===== src/rtl/hir_mem_pkg.sv =====
// Shared definitions for the HIR scheduled memory primitives.
package hir_mem_pkg;

    localparam int HIR_MAX_RD_LATENCY = 4;

    typedef enum logic {
        CLEAR = 1'b0,
        READY = 1'b1
    } mem_clr_state_t;

    // Address width that never collapses to zero bits for tiny memories.
    function automatic int clog2_min1(input int n);
        return (n <= 2) ? 1 : $clog2(n);
    endfunction

endpackage


===== src/rtl/mem_r1_w1_if.sv =====
// HIR memory-port bundle: p0 read port, p1 write port, plus responder status.
interface mem_r1_w1_if #(
    parameter int ELEMENT_WIDTH = 32,
    parameter int ADDR_WIDTH    = 4
);
    logic                     p0_rd_en;
    logic [ADDR_WIDTH-1:0]    p0_addr;
    logic [ELEMENT_WIDTH-1:0] p0_rd_data;
    logic                     p0_rd_valid;
    logic                     p1_wr_en;
    logic [ADDR_WIDTH-1:0]    p1_addr;
    logic [ELEMENT_WIDTH-1:0] p1_wr_data;
    logic                     busy;
    logic                     err_oob;

    modport master (
        output p0_rd_en, p0_addr, p1_wr_en, p1_addr, p1_wr_data,
        input  p0_rd_data, p0_rd_valid, busy, err_oob
    );

    modport slave (
        input  p0_rd_en, p0_addr, p1_wr_en, p1_addr, p1_wr_data,
        output p0_rd_data, p0_rd_valid, busy, err_oob
    );
endinterface


===== src/rtl/hir_delay_line.sv =====
// Fixed-length register delay line with async reset to zero; DEPTH=0 is a wire.
module hir_delay_line #(
    parameter int WIDTH = 1,
    parameter int DEPTH = 1
) (
    input  logic             clk,
    input  logic             rst,
    input  logic [WIDTH-1:0] din,
    output logic [WIDTH-1:0] dout
);
    if (DEPTH == 0) begin : g_wire
        assign dout = din;
    end else begin : g_pipe
        logic [WIDTH-1:0] stage [DEPTH];

        always_ff @(posedge clk or posedge rst) begin
            if (rst) begin
                for (int i = 0; i < DEPTH; i++) stage[i] <= '0;
            end else begin
                stage[0] <= din;
                for (int i = 1; i < DEPTH; i++) stage[i] <= stage[i-1];
            end
        end

        assign dout = stage[DEPTH-1];
    end
endmodule


===== src/rtl/mem_r1_w1.sv =====
// mem_r1_w1: HIR memory-port responder with one read port (p0) and one write port (p1).
// Build option MEM_R1_W1_WR_FORWARD_EN: same-cycle write-first forwarding to the read port.
import hir_mem_pkg::*;

module mem_r1_w1 #(
    parameter int ELEMENT_WIDTH = 32,
    parameter int DEPTH         = 16,
    parameter int ADDR_WIDTH    = clog2_min1(DEPTH),
    parameter int RD_LATENCY    = 1
) (
    input  logic       clk,
    input  logic       rst,
    input  logic       t,
    mem_r1_w1_if.slave bus
);
    if (RD_LATENCY < 1 || RD_LATENCY > HIR_MAX_RD_LATENCY) begin : g_bad_latency
        $error("mem_r1_w1: RD_LATENCY must be within 1..%0d", HIR_MAX_RD_LATENCY);
    end
    if (DEPTH < 2) begin : g_bad_depth
        $error("mem_r1_w1: DEPTH must be at least 2");
    end

    localparam logic [ADDR_WIDTH:0]   DEPTH_W  = (ADDR_WIDTH + 1)'(DEPTH);
    localparam logic [ADDR_WIDTH-1:0] CLR_LAST = ADDR_WIDTH'(DEPTH - 1);

    // t only exists to keep the HIR call signature uniform.
    logic unused_t;
    assign unused_t = t;

    mem_clr_state_t           state, state_nxt;
    logic [ADDR_WIDTH-1:0]    clr_cnt, clr_cnt_nxt;
    logic                     busy;
    logic [ELEMENT_WIDTH-1:0] mem [DEPTH];

    logic                     rd_in_range, wr_in_range;
    logic                     rd_accept, wr_accept;
    logic [ELEMENT_WIDTH-1:0] rd_sample;
    logic                     vld_p0;
    logic [ELEMENT_WIDTH-1:0] rd_data_p0;
    logic [ELEMENT_WIDTH:0]   rd_tail;
    logic                     err_oob;

    always_ff @(posedge clk or posedge rst) begin
        if (rst) begin
            state   <= CLEAR;
            clr_cnt <= '0;
        end else begin
            state   <= state_nxt;
            clr_cnt <= clr_cnt_nxt;
        end
    end

    always_comb begin
        state_nxt   = state;
        clr_cnt_nxt = clr_cnt;
        busy        = 1'b0;
        case (state)
            CLEAR: begin
                busy = 1'b1;
                if (clr_cnt == CLR_LAST) state_nxt = READY;
                else clr_cnt_nxt = clr_cnt + 1'b1;
            end
            READY: begin
                busy = 1'b0;
            end
        endcase
    end

    assign rd_in_range = {1'b0, bus.p0_addr} < DEPTH_W;
    assign wr_in_range = {1'b0, bus.p1_addr} < DEPTH_W;
    assign rd_accept   = !busy && bus.p0_rd_en;
    assign wr_accept   = !busy && bus.p1_wr_en && wr_in_range;

    // The clear sequencer owns the write port while busy.
    always_ff @(posedge clk) begin
        if (busy) mem[clr_cnt] <= '0;
        else if (wr_accept) mem[bus.p1_addr] <= bus.p1_wr_data;
    end

    always_comb begin
        rd_sample = '0;
        if (rd_in_range) rd_sample = mem[bus.p0_addr];
`ifdef MEM_R1_W1_WR_FORWARD_EN
        if (rd_in_range && wr_accept && (bus.p1_addr == bus.p0_addr)) rd_sample = bus.p1_wr_data;
`endif
    end

    // Stage p0: array sample. Data is only loaded on an accepted read, so every
    // later stage carries the last response while its valid bit is low.
    always_ff @(posedge clk or posedge rst) begin
        if (rst) begin
            vld_p0     <= 1'b0;
            rd_data_p0 <= '0;
        end else begin
            vld_p0 <= rd_accept;
            if (rd_accept) rd_data_p0 <= rd_sample;
        end
    end

    hir_delay_line #(
        .WIDTH (ELEMENT_WIDTH + 1),
        .DEPTH (RD_LATENCY - 1)
    ) u_rd_delay (
        .clk  (clk),
        .rst  (rst),
        .din  ({vld_p0, rd_data_p0}),
        .dout (rd_tail)
    );

    always_ff @(posedge clk or posedge rst) begin
        if (rst) err_oob <= 1'b0;
        else if (!busy && ((bus.p0_rd_en && !rd_in_range) || (bus.p1_wr_en && !wr_in_range)))
            err_oob <= 1'b1;
    end

    assign bus.p0_rd_valid = rd_tail[ELEMENT_WIDTH];
    assign bus.p0_rd_data  = rd_tail[ELEMENT_WIDTH-1:0];
    assign bus.busy        = busy;
    assign bus.err_oob     = err_oob;
endmodule


===== src/flat_wrapper.sv =====
// flat-port wrapper written by rule: the top's interface ports become plain ports
module mem_r1_w1_flat 
#(
    parameter int ELEMENT_WIDTH = 32,
    parameter int DEPTH         = 16,
    parameter int ADDR_WIDTH    = clog2_min1(DEPTH),
    parameter int RD_LATENCY    = 1
)
  (clk, rst, t, bus_p0_rd_en, bus_p0_addr, bus_p1_wr_en, bus_p1_addr, bus_p1_wr_data, bus_p0_rd_data, bus_p0_rd_valid, bus_busy, bus_err_oob);
  mem_r1_w1_if #(.ELEMENT_WIDTH(ELEMENT_WIDTH), .ADDR_WIDTH(ADDR_WIDTH)) bus_i ();
  input  logic clk;
  input  logic rst;
  input  logic t;
  input wire logic [$bits(bus_i.p0_rd_en)-1:0] bus_p0_rd_en;
  input wire logic [$bits(bus_i.p0_addr)-1:0] bus_p0_addr;
  input wire logic [$bits(bus_i.p1_wr_en)-1:0] bus_p1_wr_en;
  input wire logic [$bits(bus_i.p1_addr)-1:0] bus_p1_addr;
  input wire logic [$bits(bus_i.p1_wr_data)-1:0] bus_p1_wr_data;
  output wire logic [$bits(bus_i.p0_rd_data)-1:0] bus_p0_rd_data;
  output wire logic [$bits(bus_i.p0_rd_valid)-1:0] bus_p0_rd_valid;
  output wire logic [$bits(bus_i.busy)-1:0] bus_busy;
  output wire logic [$bits(bus_i.err_oob)-1:0] bus_err_oob;
  assign bus_i.p0_rd_en = bus_p0_rd_en;
  assign bus_i.p0_addr = bus_p0_addr;
  assign bus_i.p1_wr_en = bus_p1_wr_en;
  assign bus_i.p1_addr = bus_p1_addr;
  assign bus_i.p1_wr_data = bus_p1_wr_data;
  assign bus_p0_rd_data = bus_i.p0_rd_data;
  assign bus_p0_rd_valid = bus_i.p0_rd_valid;
  assign bus_busy = bus_i.busy;
  assign bus_err_oob = bus_i.err_oob;
  mem_r1_w1 #(.ELEMENT_WIDTH(ELEMENT_WIDTH), .DEPTH(DEPTH), .ADDR_WIDTH(ADDR_WIDTH), .RD_LATENCY(RD_LATENCY)) u_core (.clk(clk), .rst(rst), .t(t), .bus(bus_i));
endmodule

===== config.mk =====
export PLATFORM = sky130hd
export DESIGN_NAME = mem_r1_w1_flat
export DESIGN_NICKNAME = d
export VERILOG_FILES = /design/src/rtl/hir_mem_pkg.sv /design/src/rtl/mem_r1_w1_if.sv /design/src/rtl/hir_delay_line.sv /design/src/rtl/mem_r1_w1.sv /design/src/flat_wrapper.sv
export SDC_FILE = /design/constraint.sdc
export NUM_CORES = 1
export LEC_CHECK = 0
export CAP_MARGIN = 20
export CELL_PAD_IN_SITES_DETAIL_PLACEMENT = 1
export CELL_PAD_IN_SITES_GLOBAL_PLACEMENT = 1
export CORE_ASPECT_RATIO = 0.8
export CORE_MARGIN = 2
export CORE_UTILIZATION = 56
export DETAILED_ROUTE_END_ITERATION = 12
export PLACE_DENSITY_LB_ADDON = 0.1
export SLEW_MARGIN = 15
export SYNTH_ARGS = -nofsm -noshare
export SYNTH_HDL_FRONTEND = slang
export SYNTH_SLANG_ARGS = --single-unit

===== constraint.sdc =====
create_clock -name clk -period 4.8 [get_ports clk]
set_clock_uncertainty 0.05 [all_clocks]
set_input_delay 1.44 -clock clk [delete_from_list [all_inputs] [get_ports clk]]
set_output_delay 1.44 -clock clk [all_outputs]
set_load 0.02 [all_outputs]

==> impl_metrics.yaml <==
sta:
  fin_crit_sh: 0.697
  hold_viol: 0
  maxSlewHeadroom: 0.235
  final_max_slew_viol_count: 0
  setup_viol: 0
  max_freq_mhz: 299
  worst_slew_pin_slew_ps: 1140
  rsz0062_at_grt: "no"
  finalSetupTns_ps: 0
  finalCriticalPeriod_ps: 3350
floorplanning:
  core_um2: 38000
  die_h_um: 179
  num_io_pins: 80
  std_cell_rows: 64
  die_area_um2: 40000
  die_w_um: 223
  initial_core_util: 0.566
cells_and_area:
  final_cell_mix: "edfxtp_1 (512), mux2i_1 (256), nand2_1 (116)"
  area_growth_pct: 15.0
  final_common_cell: "edfxtp_1"
  drive_above_1_share: 0.103
  insertedDiodeCount: 0
  utilization: 0.651
  fill_cells: 3266
  nets: 1436
synth:
  synthFlopType: "edfxtp_1"
  synth_cell_type_count: 30
  syn_nets: 1331
  avgSynthCellArea_um2: 16.7
  netlist_area_um2: 21500
  ys_async_sr_fraction: 0.0691
  synth_seq_cells: 550
  yosysWarnings: 0
  synthCells: 1285
  yosysSeqAreaShare: 0.759
  synth_edf_count: 512
grt:
  grt_pass1_wl_mm: 82.4
  antenna_found_initial: 1
  gr-usage-all-layers: 0.285
  grt_max_degree: 69
  overflow: 0
  grt_pass1_vias: 12869
placement:
  dp_hpwl_mm: 30.3
  io_buffers: 77
  routabilityCongestion: 0.725
setup_path:
  startpoint_type: "input port"
  cp_common_cell: "buf_4"
  crit_path_start: "bus_p1_wr_en"
  ff2ff_setup_slack_ps: 1860
  crit_type: "input port to flip-flop"
  timing.rr.start: "u_core.state"
  path_cells: "clkdlybuf4s50_1 > buf_4 > nor2b_1 > a21oi_1 > nor2_4 > buf_4"
  arrival_ps: 3510
  crit_slowest_cell: "buf_4"
  crit_fanout: 32
  cpPeakStageDelay_ps: 570
  required_ps: 4960
  critPathCaptureType: "flip-flop"
route:
  viasPerCell: 6.25
  firstDrtPassIters: 5
  wl_per_cell_um: 29.0
  postRouteAntennaNets: 0
  num_vias: 12051
  top_layer_used: "met5"
  first_iter_violations: 1020
  met2_length_mm: 27.8
  met1_length_mm: 23.8
  drc: 0
  wl_mm: 55.9
  wl_met3_mm: 2.92
power:
  power_density_nw_per_um2: 406
  p_leak_nw: 9.47
  irDropWorstVdd_v: 0.000340
clock_network:
  cts-resized-gates: 0
  clk_latency_ps: 580
  clkSlewWorstSetupHoldPaths_ps: 60
  hold_buffers: 0
  cts_tree: "built"
  clk_root_buffer_cell: "clkbuf_16"
  cts_buffers: 53
  cts.sink_count: 550
  clockBufferDepth: 3
  htree_levels: 2
  post-cts-setup-buffer-count: 0
run:
  maxCapViolCount: 0
min_path:
  min_from: "u_core.rd_data_p0[10]"
  hold_class: "flip-flop to flip-flop"
run_status:
  status: "completed"
## final cells by class
cell class | instances | area (µm²) | area share
clock buffer | 80 | 1520 | 0.0614
clock inverter | 19 | 153 | 0.00617
inverter | 6 | 22.5 | 0.000910
multi-input combinational | 654 | 4830 | 0.195
sequential | 550 | 16300 | 0.660
tap | 495 | 619 | 0.0250
timing repair buffer | 125 | 1270 | 0.0515
## routing by layer
layer	vias to the layer above	global-route usage
li1	5198	-
met1	6357	0.390
met2	395	0.487
met3	99	0.0365
met4	2	0.0864
met5	-	0
## through the flow
stage	hold WS, ps	instances	total power (W)	instance area, µm²	setup WS, ps
6_report	442	1929	0.0100	24700	1450
5_1_grt	467	1929	0.0103	24700	1380
4_1_cts	446	1929	0.0101	24700	1460
3_5_place_dp	432	1830	0.00609	23100	849
3_3_place_gp	416	1830	0.00607	23100	864
2_1_floorplan	469	1285	0.00580	21500	900
## kinds of logic after synthesis
group,count (synthesis),share of synthesized area
flip-flops,550,0.759
adder cells (fa/ha/maj),1,0.000581
AND/OR/NAND/NOR,279,0.0610
AO/OA/AOI/OAI,114,0.0353
multiplexers,256,0.119
other,1,0.000174
buffers and inverters,81,0.0241
XOR/XNOR,3,0.00122
## cell usage after synthesis (4+ instances only)
| cell type | count | area share |
|---|---|---|
| edfxtp_1 | 512 | 0.71 |
| mux2i_1 | 256 | 0.12 |
| nand2_1 | 117 | 0.020 |
| nand3_1 | 74 | 0.017 |
| a22oi_1 | 72 | 0.025 |
| dfrtp_1 | 38 | 0.044 |
| a21oi_1 | 33 | 0.0077 |
| and3_1 | 32 | 0.0093 |
| nand4_1 | 25 | 0.0073 |
| clkbuf_1 | 21 | 0.0037 |
| nor2_1 | 20 | 0.0035 |
| buf_2 | 19 | 0.0044 |
| buf_4 | 17 | 0.0059 |
| a31oi_1 | 8 | 0.0023 |
| buf_8 | 6 | 0.0042 |
| inv_1 | 6 | 0.0010 |
| buf_6 | 5 | 0.0026 |
| buf_1 | 4 | 0.00070 |
| nor3b_1 | 4 | 0.0014 |
## flip-flops by register name, indices dropped and copies added, names as in the netlist
| register | count |
|---|---|
| u_core.clr_cnt | 4 |
| u_core.vld_p0 | 1 |
| u_core.mem | 512 |
| u_core.rd_data_p0 | 32 |
| u_core.state | 1 |
## critical path: cells and delay by family
kind                   cells  cell delay [ps]
buffers and inverters      3             1370
and+or+nand+nor            2              380
AOI/OAI and AO/OA          1              280
## final timing paths
path	endpoint	cells after the start
hold / removal	u_core.rd_data_p0[10]	2
min in group asynchronous	u_core.rd_data_p0[24]	2
setup / recovery	u_core.mem[2][7]	6
setup reg to reg	u_core.mem[13][7]	5
max in group asynchronous	u_core.clr_cnt[3]	3
hold reg to reg	u_core.rd_data_p0[10]	2
## where the power goes
group          switching [W]  internal, W  total, W
combinational       0.000415     0.000237  0.000652
clock                0.00175      0.00230   0.00405
sequential         0.0000372      0.00530   0.00534
Power figures use the tool's default switching activity.
